`src/rtl/des_search_pkg.sv`:
```
// Shared types and constants for the DES key-search result stage.
package des_search_pkg;

    localparam int DES_KEY_W = 56;
    localparam int DES_LANES = 28;

    typedef enum logic [1:0] {IDLE, SEARCH, FOUND, EXHAUSTED} state_t;

    localparam logic [6:0] SEG_BLANK = 7'h7F;
    localparam logic [6:0] SEG_DASH  = 7'h3F;
    localparam logic [6:0] SEG_ZERO  = 7'h40;

endpackage

```
`src/rtl/hex_seg7.sv`:
```
// Hex nibble to active-low 7-segment pattern {g,f,e,d,c,b,a}.
module hex_seg7 (
    input  logic [3:0] nib,
    output logic [6:0] seg
);

    always_comb begin
        seg = 7'h0E;
        case (nib)
            4'h0: seg = 7'h40;
            4'h1: seg = 7'h79;
            4'h2: seg = 7'h24;
            4'h3: seg = 7'h30;
            4'h4: seg = 7'h19;
            4'h5: seg = 7'h12;
            4'h6: seg = 7'h02;
            4'h7: seg = 7'h78;
            4'h8: seg = 7'h00;
            4'h9: seg = 7'h10;
            4'hA: seg = 7'h08;
            4'hB: seg = 7'h03;
            4'hC: seg = 7'h46;
            4'hD: seg = 7'h21;
            4'hE: seg = 7'h06;
            default: seg = 7'h0E;
        endcase
    end

endmodule

```
`src/rtl/des_hit_capture.sv`:
```
// Aligns lane match vectors with their base key, captures the first winning key,
// halts the search and pages the 56-bit result over six 7-segment digits.
module des_hit_capture
    import des_search_pkg::*;
#(
    parameter int LANES   = DES_LANES,
    parameter int LATENCY = 17,
    parameter int KEY_W   = DES_KEY_W
) (
    input  logic             CLOCK_50,
    input  logic             RESET,
    input  logic             issue_valid,
    input  logic [KEY_W-1:0] key_base,
    input  logic [LANES-1:0] match,
    input  logic             page_next,
    output logic             halt,
    output logic             found,
    output logic             exhausted,
    output logic [KEY_W-1:0] found_key,
    output logic [4:0]       found_lane,
    output logic [1:0]       page,
    output logic [6:0]       HEX0,
    output logic [6:0]       HEX1,
    output logic [6:0]       HEX2,
    output logic [6:0]       HEX3,
    output logic [6:0]       HEX4,
    output logic [6:0]       HEX5
);

    // Any batch starting at or above this base covers key 2^KEY_W-1.
    localparam logic [KEY_W-1:0] LAST_BASE = {KEY_W{1'b1}} - KEY_W'(LANES - 1);

    logic [LATENCY-1:0]            vld_pipe;
    logic [LATENCY-1:0][KEY_W-1:0] key_pipe;
    logic                          d_valid;
    logic [KEY_W-1:0]              d_base;

    state_t           state_q, state_d;
    logic             hit_any, last_batch;
    logic [4:0]       hit_idx;
    logic             page_next_q;
    logic [KEY_W-1:0] disp_src;
    logic [5:0][3:0]  nib;
    logic [5:0]       ovr_en;
    logic [5:0][6:0]  ovr_seg, seg_raw, hex_q;

    always_ff @(posedge CLOCK_50 or posedge RESET) begin
        if (RESET) begin
            vld_pipe <= '0;
            key_pipe <= '0;
        end else begin
            vld_pipe[0] <= issue_valid;
            key_pipe[0] <= key_base;
            for (int i = 1; i < LATENCY; i++) begin
                vld_pipe[i] <= vld_pipe[i-1];
                key_pipe[i] <= key_pipe[i-1];
            end
        end
    end

    assign d_valid    = vld_pipe[LATENCY-1];
    assign d_base     = key_pipe[LATENCY-1];
    assign hit_any    = |match;
    assign last_batch = (d_base >= LAST_BASE);

    // Lowest-index lane wins: scan downward so the last assignment is the lowest.
    always_comb begin
        hit_idx = '0;
        for (int i = LANES - 1; i >= 0; i--) begin
            if (match[i]) hit_idx = 5'(i);
        end
    end

    always_comb begin
        state_d = state_q;
        case (state_q)
            IDLE:   if (issue_valid) state_d = SEARCH;
            SEARCH: begin
                if (d_valid && hit_any)         state_d = FOUND;
                else if (d_valid && last_batch) state_d = EXHAUSTED;
            end
            default: state_d = state_q;
        endcase
    end

    always_ff @(posedge CLOCK_50 or posedge RESET) begin
        if (RESET) begin
            state_q    <= IDLE;
            halt       <= 1'b0;
            found      <= 1'b0;
            exhausted  <= 1'b0;
            found_key  <= '0;
            found_lane <= '0;
        end else begin
            state_q   <= state_d;
            halt      <= (state_d == FOUND) || (state_d == EXHAUSTED);
            found     <= (state_d == FOUND);
            exhausted <= (state_d == EXHAUSTED);
            if (state_q == SEARCH && state_d == FOUND) begin
                found_key  <= d_base + KEY_W'(hit_idx);
                found_lane <= hit_idx;
            end
        end
    end

    always_ff @(posedge CLOCK_50 or posedge RESET) begin
        if (RESET) begin
            page_next_q <= 1'b0;
            page        <= 2'd0;
        end else begin
            page_next_q <= page_next;
            if (page_next && !page_next_q) page <= (page == 2'd2) ? 2'd0 : page + 2'd1;
        end
    end

    always_comb begin
        case (state_q)
            FOUND:     disp_src = found_key;
            EXHAUSTED: disp_src = {KEY_W{1'b1}};
            default:   disp_src = d_base;
        endcase
    end

    always_comb begin
        nib     = '0;
        ovr_en  = '0;
        ovr_seg = {6{SEG_BLANK}};
        case (page)
            2'd0: for (int i = 0; i < 6; i++) nib[i] = disp_src[4*i +: 4];
            2'd1: for (int i = 0; i < 6; i++) nib[i] = disp_src[24 + 4*i +: 4];
            2'd2: begin
                nib[5]     = disp_src[KEY_W-1 -: 4];
                nib[4]     = disp_src[KEY_W-5 -: 4];
                ovr_en[3]  = 1'b1;
                nib[2]     = (state_q == FOUND) ? 4'hF : 4'hE;
                ovr_en[2]  = (state_q != FOUND) && (state_q != EXHAUSTED);
                ovr_seg[2] = SEG_DASH;
                nib[1]     = {3'b000, found_lane[4]};
                nib[0]     = found_lane[3:0];
            end
            default: ovr_en = '1;
        endcase
    end

    generate
        for (genvar g = 0; g < 6; g++) begin : g_seg
            hex_seg7 u_seg (
                .nib (nib[g]),
                .seg (seg_raw[g])
            );
        end
    endgenerate

    always_ff @(posedge CLOCK_50 or posedge RESET) begin
        if (RESET) begin
            hex_q <= {6{SEG_ZERO}};
        end else begin
            for (int i = 0; i < 6; i++) hex_q[i] <= ovr_en[i] ? ovr_seg[i] : seg_raw[i];
        end
    end

    assign HEX0 = hex_q[0];
    assign HEX1 = hex_q[1];
    assign HEX2 = hex_q[2];
    assign HEX3 = hex_q[3];
    assign HEX4 = hex_q[4];
    assign HEX5 = hex_q[5];

endmodule

```
`config.mk`:
```
export PLATFORM = sky130hd
export DESIGN_NAME = des_hit_capture
export DESIGN_NICKNAME = d
export VERILOG_FILES = /design/src/rtl/des_search_pkg.sv /design/src/rtl/hex_seg7.sv /design/src/rtl/des_hit_capture.sv
export SDC_FILE = /design/constraint.sdc
export NUM_CORES = 1
export LEC_CHECK = 0
export BUFFER_PORTS_ARGS = -buffer_cell sky130_fd_sc_hd__buf_2
export CAP_MARGIN = 20
export CORE_MARGIN = 3
export CORE_UTILIZATION = 46
export DETAILED_ROUTE_END_ITERATION = 10
export PLACE_DENSITY = 0.68
export SLEW_MARGIN = 5
export SYNTH_ARGS = -nofsm -noshare
export SYNTH_HDL_FRONTEND = slang
export SYNTH_SLANG_ARGS = --single-unit
```
`constraint.sdc`:
```
create_clock -name CLOCK_50 -period 64.5 [get_ports CLOCK_50]
set_clock_uncertainty 0.05 [all_clocks]
set_input_delay 6.45 -clock CLOCK_50 [delete_from_list [all_inputs] [get_ports CLOCK_50]]
set_output_delay 6.45 -clock CLOCK_50 [all_outputs]
set_load 0.05 [all_outputs]
```
==> flow_metrics.py, run 1 <==
metrics = {
    "sta": {
        "max_freq_mhz": 110,
        "setup_viol": 0,
        "setup-tns-final_ps": 0,
        "rsz0062_at_grt": "no",
        "hold_viol": 0,
        "drv_slew": 0,
        "relSlewSlack": 0.281,
        "fin_crit_ps": 9130,
        "period_share": 0.142,
        "tightest_slew_ps": 1080,
    },
    "worst_setup_path": {
        "cpMostUsedCell": "a211oi_1",
        "slowest_delay_ps": 500,
        "crit_chain": "buf_2, o31ai_1, a211oi_1, o311ai_0, a31oi_1, nor3_1, fa_1, a211oi_1, o21bai_2, and2_1, nor3b_2, xnor2_1, o21ai_2",
        "path_class": "in2reg",
        "end_kind": "flop",
        "worstSetupStartpointType": "primary input",
        "path_max_fanout": 9,
        "cp_slowest_cell": "o21bai_2",
        "required_ps": 64910,
        "cp.arrival_ps": 9540,
    },
    "global_route": {
        "grt_pass1_wl_um": 90700,
        "antenna_found_initial": 1,
        "grt.overflow.total": 0,
        "grt_pass1_vias": 16487,
        "grt_max_degree": 203,
        "grt.total_usage": 0.157,
    },
    "place": {
        "place.gp.congestion": 0.882,
        "place_hpwl_um": 32100,
        "dp.cells": 2955,
        "portBuffers": 195,
        "dpl_cell_area_sq_um": 34200,
    },
    "cells_and_area": {
        "antennaDiodeCount": 0,
        "design_area_sq_um": 37800,
        "drive_above_1_share": 0.205,
        "nets": 2261,
        "area_growth_pct": 17.1,
        "layout_common_cells": "dfrtp_1 (1073), buf_2 (195), nand2_1 (116), clkbuf_16 (101), nor2_1 (75)",
        "fill_cells": 5276,
        "layout_commonest_cell": "dfrtp_1",
        "layout.cells.non_filler": 3142,
    },
    "die": {
        "io-pin-count": 196,
        "die_area_sq_um": 73300,
        "row_count": 96,
        "die_h_um": 271,
        "initial_core_util": 0.467,
        "core_sq_um": 69100,
        "die_w_um": 271,
    },
    "clock_network": {
        "clk_latency_ps": 640,
        "cts.sinks": 1080,
        "cts.path.max_buffers": 3,
        "clkTransAtPathRegs_ps": 60,
        "cts_tree": "yes",
        "postCtsSetupBuffers": 0,
        "root_buffer": "clkbuf_16",
        "cts_resized": 0,
        "hold_buffers": 0,
        "htree_levels": 3,
        "cts_inserted_buffers": 100,
    },
    "synth": {
        "ys_seq_area_frac": 0.838,
        "syn_area_per_cell_sq_um": 17.3,
        "syn-num-nets": 1997,
        "synth_edf_count": 0,
        "yosys_most_used_dff": "dfrtp_1",
        "synth-seq-cells": 1080,
        "ys_warn_count": 0,
        "ys_types": 82,
        "synthesis.area_sq_um": 32200,
        "synth_cells": 1866,
        "synthArstFlopShare": 1.00,
    },
    "pwr": {
        "ir_drop_mv": 0.0282,
        "total_power_w": 0.00152,
        "power.leakage_nw": 17.1,
        "pwr_density_cell_nw_per_um2": 40.3,
    },
    "drt": {
        "wl_um": 56500,
        "dr.pass1.iters": 5,
        "viasPerCell": 4.87,
        "postRouteAntennaNets": 0,
        "drc": 0,
        "num_vias": 15305,
        "drtIter0Drc": 1152,
        "post_drt_wl_per_cell_um": 18.0,
    },
    "run_status": {
        "status": "finished clean",
    },
    "hold_path": {
        "hold_class": "reg2reg",
    },
    "run": {
        "maxCapViolCount": 0,
    },
}
[per-layer routing]
layer / vias to the layer above / wire (um) / track usage / part of all wire
met1: 7904 / 24000 / 0.210 / 0.42
li1: 6807 / - / - / -
met2: 473 / 28000 / 0.257 / 0.50
met5: - / 0 / 0 / 0
met4: 0 / 1540 / 0.0525 / 0.027
met3: 121 / 2970 / 0.0334 / 0.053
[flip-flops by register name, summed over array words and instances (netlist names), 5 cells and up]
register / flops
found_lane: 5
d_base: 56
HEX4: 7
key_pipe: 896
found_key: 56
HEX2: 7
HEX1: 7
HEX3: 7
HEX0: 7
vld_pipe: 17
HEX5: 7
[cell type report]
cell class / count / area, sq um / area share
well taps: 931 / 1160 / 0.0309
clock buffers: 149 / 2990 / 0.0791
clock inverters: 34 / 417 / 0.0110
multi-input cells: 701 / 4790 / 0.127
repair buffers: 215 / 1230 / 0.0326
inverters: 32 / 128 / 0.00338
flip-flops and latches: 1080 / 27000 / 0.716
[metrics by stage]
stage	util	hold WS [ps]	worst slack, ps
4_1_cts	0.545	286	55380
6_report	0.547	283	55370
2_1_floorplan	-	281	27610
5_1_grt	0.547	289	55200
3_5_place_dp	0.496	285	54740
3_3_place_gp	0.496	282	54900
[report_power, final]
group / leakage [nW] / switching, W / internal, W
combinational: 2.74 / 0.000140 / 0.0000536
clock: 1.66 / 0.000248 / 0.000343
sequential: 12.7 / 0.0000155 / 0.000723
[worst paths after layout]
kind	start	end	slack (ps)	cells past startpoint
max	match[25]	found_key[34]	55370	13
min	key_pipe[413]	key_pipe[469]	280	0
max reg2reg	state_q[1]	HEX5[3]	61040	10
min reg2reg	key_pipe[413]	key_pipe[469]	280	0
max in group asynchronous	RESET	HEX0[0]	56240	6
min in group asynchronous	RESET	key_pipe[82]	5750	2
[cell usage after synthesis (all sizes together) (3+ instances only)]
cell type  count  area, sq um
dfrtp       1074        26900
nand2        116          435
o21ai         99          526
nor2          75          282
ha            42          526
buf           40          258
nand3         34          198
xnor2         34          298
inv           32          120
nor3          26          160
o22ai         22          138
a21oi         21          105
xor2          20          175
o221ai        18          158
nand4         17          155
nor4          16          179
clkbuf        13         51.3
a211oi        12         90.1
nor3b         12         95.1
o31ai         11          148
mux2          10          113
mux2i         10          100
a31oi          9         56.3
o32a           7         72.6
and3           6         40.0
dfstp          6          158
nand2b         6         37.5
o22a           6         53.8
and2           5         31.3
o21a           5         37.5
o31a           5         43.8
a22oi          4         30.0
o221a          4         45.0
a21boi         3         22.5
a21o           3         22.5
a311oi         3         26.3
a31o           3         26.3
and4           3         27.5
nor2b          3         18.8
o32ai          3         41.3
or4            3         22.5
[critical path: cells and delay by family]
kind	cells	cell delay (ps)
xor gates and xnor gates	1	160
AOI/OAI and AO/OA	7	1510
and+or+nand+nor	3	970
adders and majority gates	1	320
buffers and inverters	1	110
[cell families after synthesis]
family,Yosys count,synth area share
AND/OR/NAND/NOR,329,0.0539
multiplexers,21,0.00730
XOR/XNOR,54,0.0147
flip-flops,1080,0.838
buffers and inverters,85,0.0133
AO/OA/AOI/OAI,254,0.0554
adder cells (fa/ha/maj),43,0.0169
Power figures use the tool's default switching activity.
==> run 2: changes to the inputs <==
==> constraint.sdc (replaced) <==
create_clock -name CLOCK_50 -period 8.85 [get_ports CLOCK_50]
set_clock_uncertainty 0.05 [all_clocks]
set_input_delay 0.885 -clock CLOCK_50 [delete_from_list [all_inputs] [get_ports CLOCK_50]]
set_output_delay 0.885 -clock CLOCK_50 [all_outputs]
set_load 0.05 [all_outputs]
==> run 2 against run 1 <==
Against the previous run: via count shrank 0.63%; design area decreased by 0.66%; worst setup slack worse by 50000 ps; utilization shrank 0.36 points; die area unchanged.
==> flow_metrics.py, run 2 (synthesis results as in run 1) <==
metrics = {
    "global_route": {
        "grt.total_usage": 0.157,
        "grt_pass1_wl_um": 90800,
        "grt.met1_usage": 0.208,
        "grt_pass1_vias": 16502,
        "use_met2": 0.256,
        "gr-max-usage-layer": "met2",
        "grt.overflow.total": 0,
        "antenna_found_initial": 1,
        "grt_max_degree": 213,
        "gr-usage-met3": 0.0370,
    },
    "pwr": {
        "clockPowerShare": 0.379,
        "p_int_w": 0.00804,
        "pwr-share-comb": 0.128,
        "switching_power_w": 0.00290,
        "p_sw_frac": 0.265,
        "ir_drop_mv": 0.191,
        "pwr_density_cell_nw_per_um2": 292,
        "power.leakage_nw": 17.0,
        "p_seq_frac": 0.493,
    },
    "clock_network": {
        "cts_inserted_buffers": 99,
        "htree_levels": 3,
        "clkTransAtPathRegs_ps": 60,
        "hold_buffers": 0,
        "postCtsSetupBuffers": 0,
        "cts.sinks": 1080,
        "cts.path.max_buffers": 3,
        "root_buffer": "clkbuf_16",
        "cts_tree": "yes",
        "clk_latency_ps": 650,
        "cts_resized": 0,
    },
    "worst_setup_path": {
        "cp.arrival_ps": 3950,
        "end_kind": "flop",
        "rrSetupSlack_ps": 5320,
        "required_ps": 9270,
        "path_class": "reg2reg",
        "worstSetupStartpointType": "flop",
        "reg2regPathDepth": 10,
        "path_max_fanout": 71,
        "r2r-start": "state_q[1]",
        "r2r-end": "HEX4[3]",
    },
    "sta": {
        "rsz0062_at_grt": "no",
        "max_freq_mhz": 283,
        "relSlewSlack": 0.276,
        "hold_viol": 0,
        "drv_slew": 0,
        "setup_ws_ps": 5320,
        "setup_viol": 0,
        "tightest_slew_ps": 1090,
        "fin_crit_ps": 3530,
        "period_share": 0.399,
    },
    "drt": {
        "num_vias": 15209,
        "dr.pass1.iters": 6,
        "drtIter0Drc": 1502,
        "post_drt_wl_per_cell_um": 17.8,
        "viasPerCell": 4.86,
        "wl_um": 55800,
        "drc": 0,
        "postRouteAntennaNets": 0,
    },
    "die": {
        "core_sq_um": 69100,
        "initial_core_util": 0.467,
        "die_h_um": 271,
        "row_count": 96,
        "die_w_um": 271,
        "die_area_sq_um": 73300,
        "io-pin-count": 196,
    },
    "hold_path": {
        "hold_class": "in2async",
    },
    "place": {
        "portBuffers": 195,
        "post-place-ws_ps": 4820,
        "place.gp.congestion": 0.888,
        "place_hpwl_um": 32500,
    },
    "cells_and_area": {
        "nets": 2257,
        "multi_input_area_sq_um": 4790,
        "area_growth_pct": 16.3,
        "seq_area_sq_um": 27000,
        "layout_common_cells": "dfrtp_1 (1073), buf_2 (195), nand2_1 (116), clkbuf_16 (100), nor2_1 (75)",
        "regMostFlops": "key_pipe",
        "antennaDiodeCount": 0,
        "fill_cells": 5305,
        "layout_commonest_cell": "dfrtp_1",
        "largest_register_ffs": 896,
        "post-route-util": 0.543,
        "drive_above_1_share": 0.200,
    },
    "run_status": {
        "status": "finished clean",
    },
    "run": {
        "maxCapViolCount": 0,
    },
}
-- run 2: cell types whose count changed in the layout (fill, tap and decap cells not counted), moves of 2 or more --
cell,change
buf_12,+3
clkbuf_1,+2
clkinv_16,-2
buf_4,-2
clkinv_4,-4
inv_16,+3
buf_16,-4
clkbuf_8,-11
clkinv_2,+6
-- run 2: through the flow --
step | hold slack, ps | total power (W) | std cells | instance area (sq um) | setup TNS (ps)
after floorplan | 281 | 0.00651 | 1866 | 32200 | -7509850
after global placement | 281 | 0.00681 | 2955 | 34300 | 0
after detailed placement | 285 | 0.00686 | 2955 | 34300 | 0
after CTS | 237 | 0.0111 | 3130 | 37500 | 0
after global routing | 102 | 0.0114 | 3131 | 37500 | 0
final | 130 | 0.0109 | 3131 | 37500 | 0
-- run 2: how the worst max path moves through the flow --
stage | from | endpoint | slack [ps] | cells after the start
detailed placement | match[25] | found_key[34] | 4820 | 13
finish | state_q[1] | HEX4[3] | 5320 | 10
global route | state_q[1] | HEX5[3] | 5080 | 10
CTS | page[1] | HEX2[0] | 5390 | 10
floorplan | RESET | HEX0[0] | -6980 | 1
global placement | match[25] | found_key[34] | 4810 | 13
-- run 2: power by group through the flow --
stage	Clock (W)	Sequential, W	Combinational, W
after floorplan	0	0.00580	0.000713
after CTS	0.00430	0.00540	0.00140
after global routing	0.00451	0.00542	0.00152
final	0.00415	0.00539	0.00140
after detailed placement	0	0.00547	0.00139
after global placement	0	0.00545	0.00135
-- run 2: area by class of cell --
type                    instances  share of cell area
flip-flops and latches       1080               0.721
multi-input cells             701               0.128
clock buffers                 139              0.0752
repair buffers                212              0.0311
well taps                     931              0.0311
clock inverters                36              0.0108
inverters                      32             0.00330
-- run 2: layer usage --
layer | wire length, um | share of wire | vias up
met3 | 3910 | 0.070 | 112
met5 | 0 | 0 | -
met1 | 23000 | 0.41 | 7801
met2 | 27300 | 0.49 | 512
met4 | 1560 | 0.028 | 0
li1 | - | - | 6784
-- run 2: worst max-delay path: stages, from the launching register on --
cell,delay [ps]
dfrtp_2,340
buf_4,580
nand2b_1,350
buf_4,360
o221ai_1,180
o21ai_0,180
o21ai_1,530
inv_1,150
ha_1,290
o21ai_0,190
a32oi_1,90
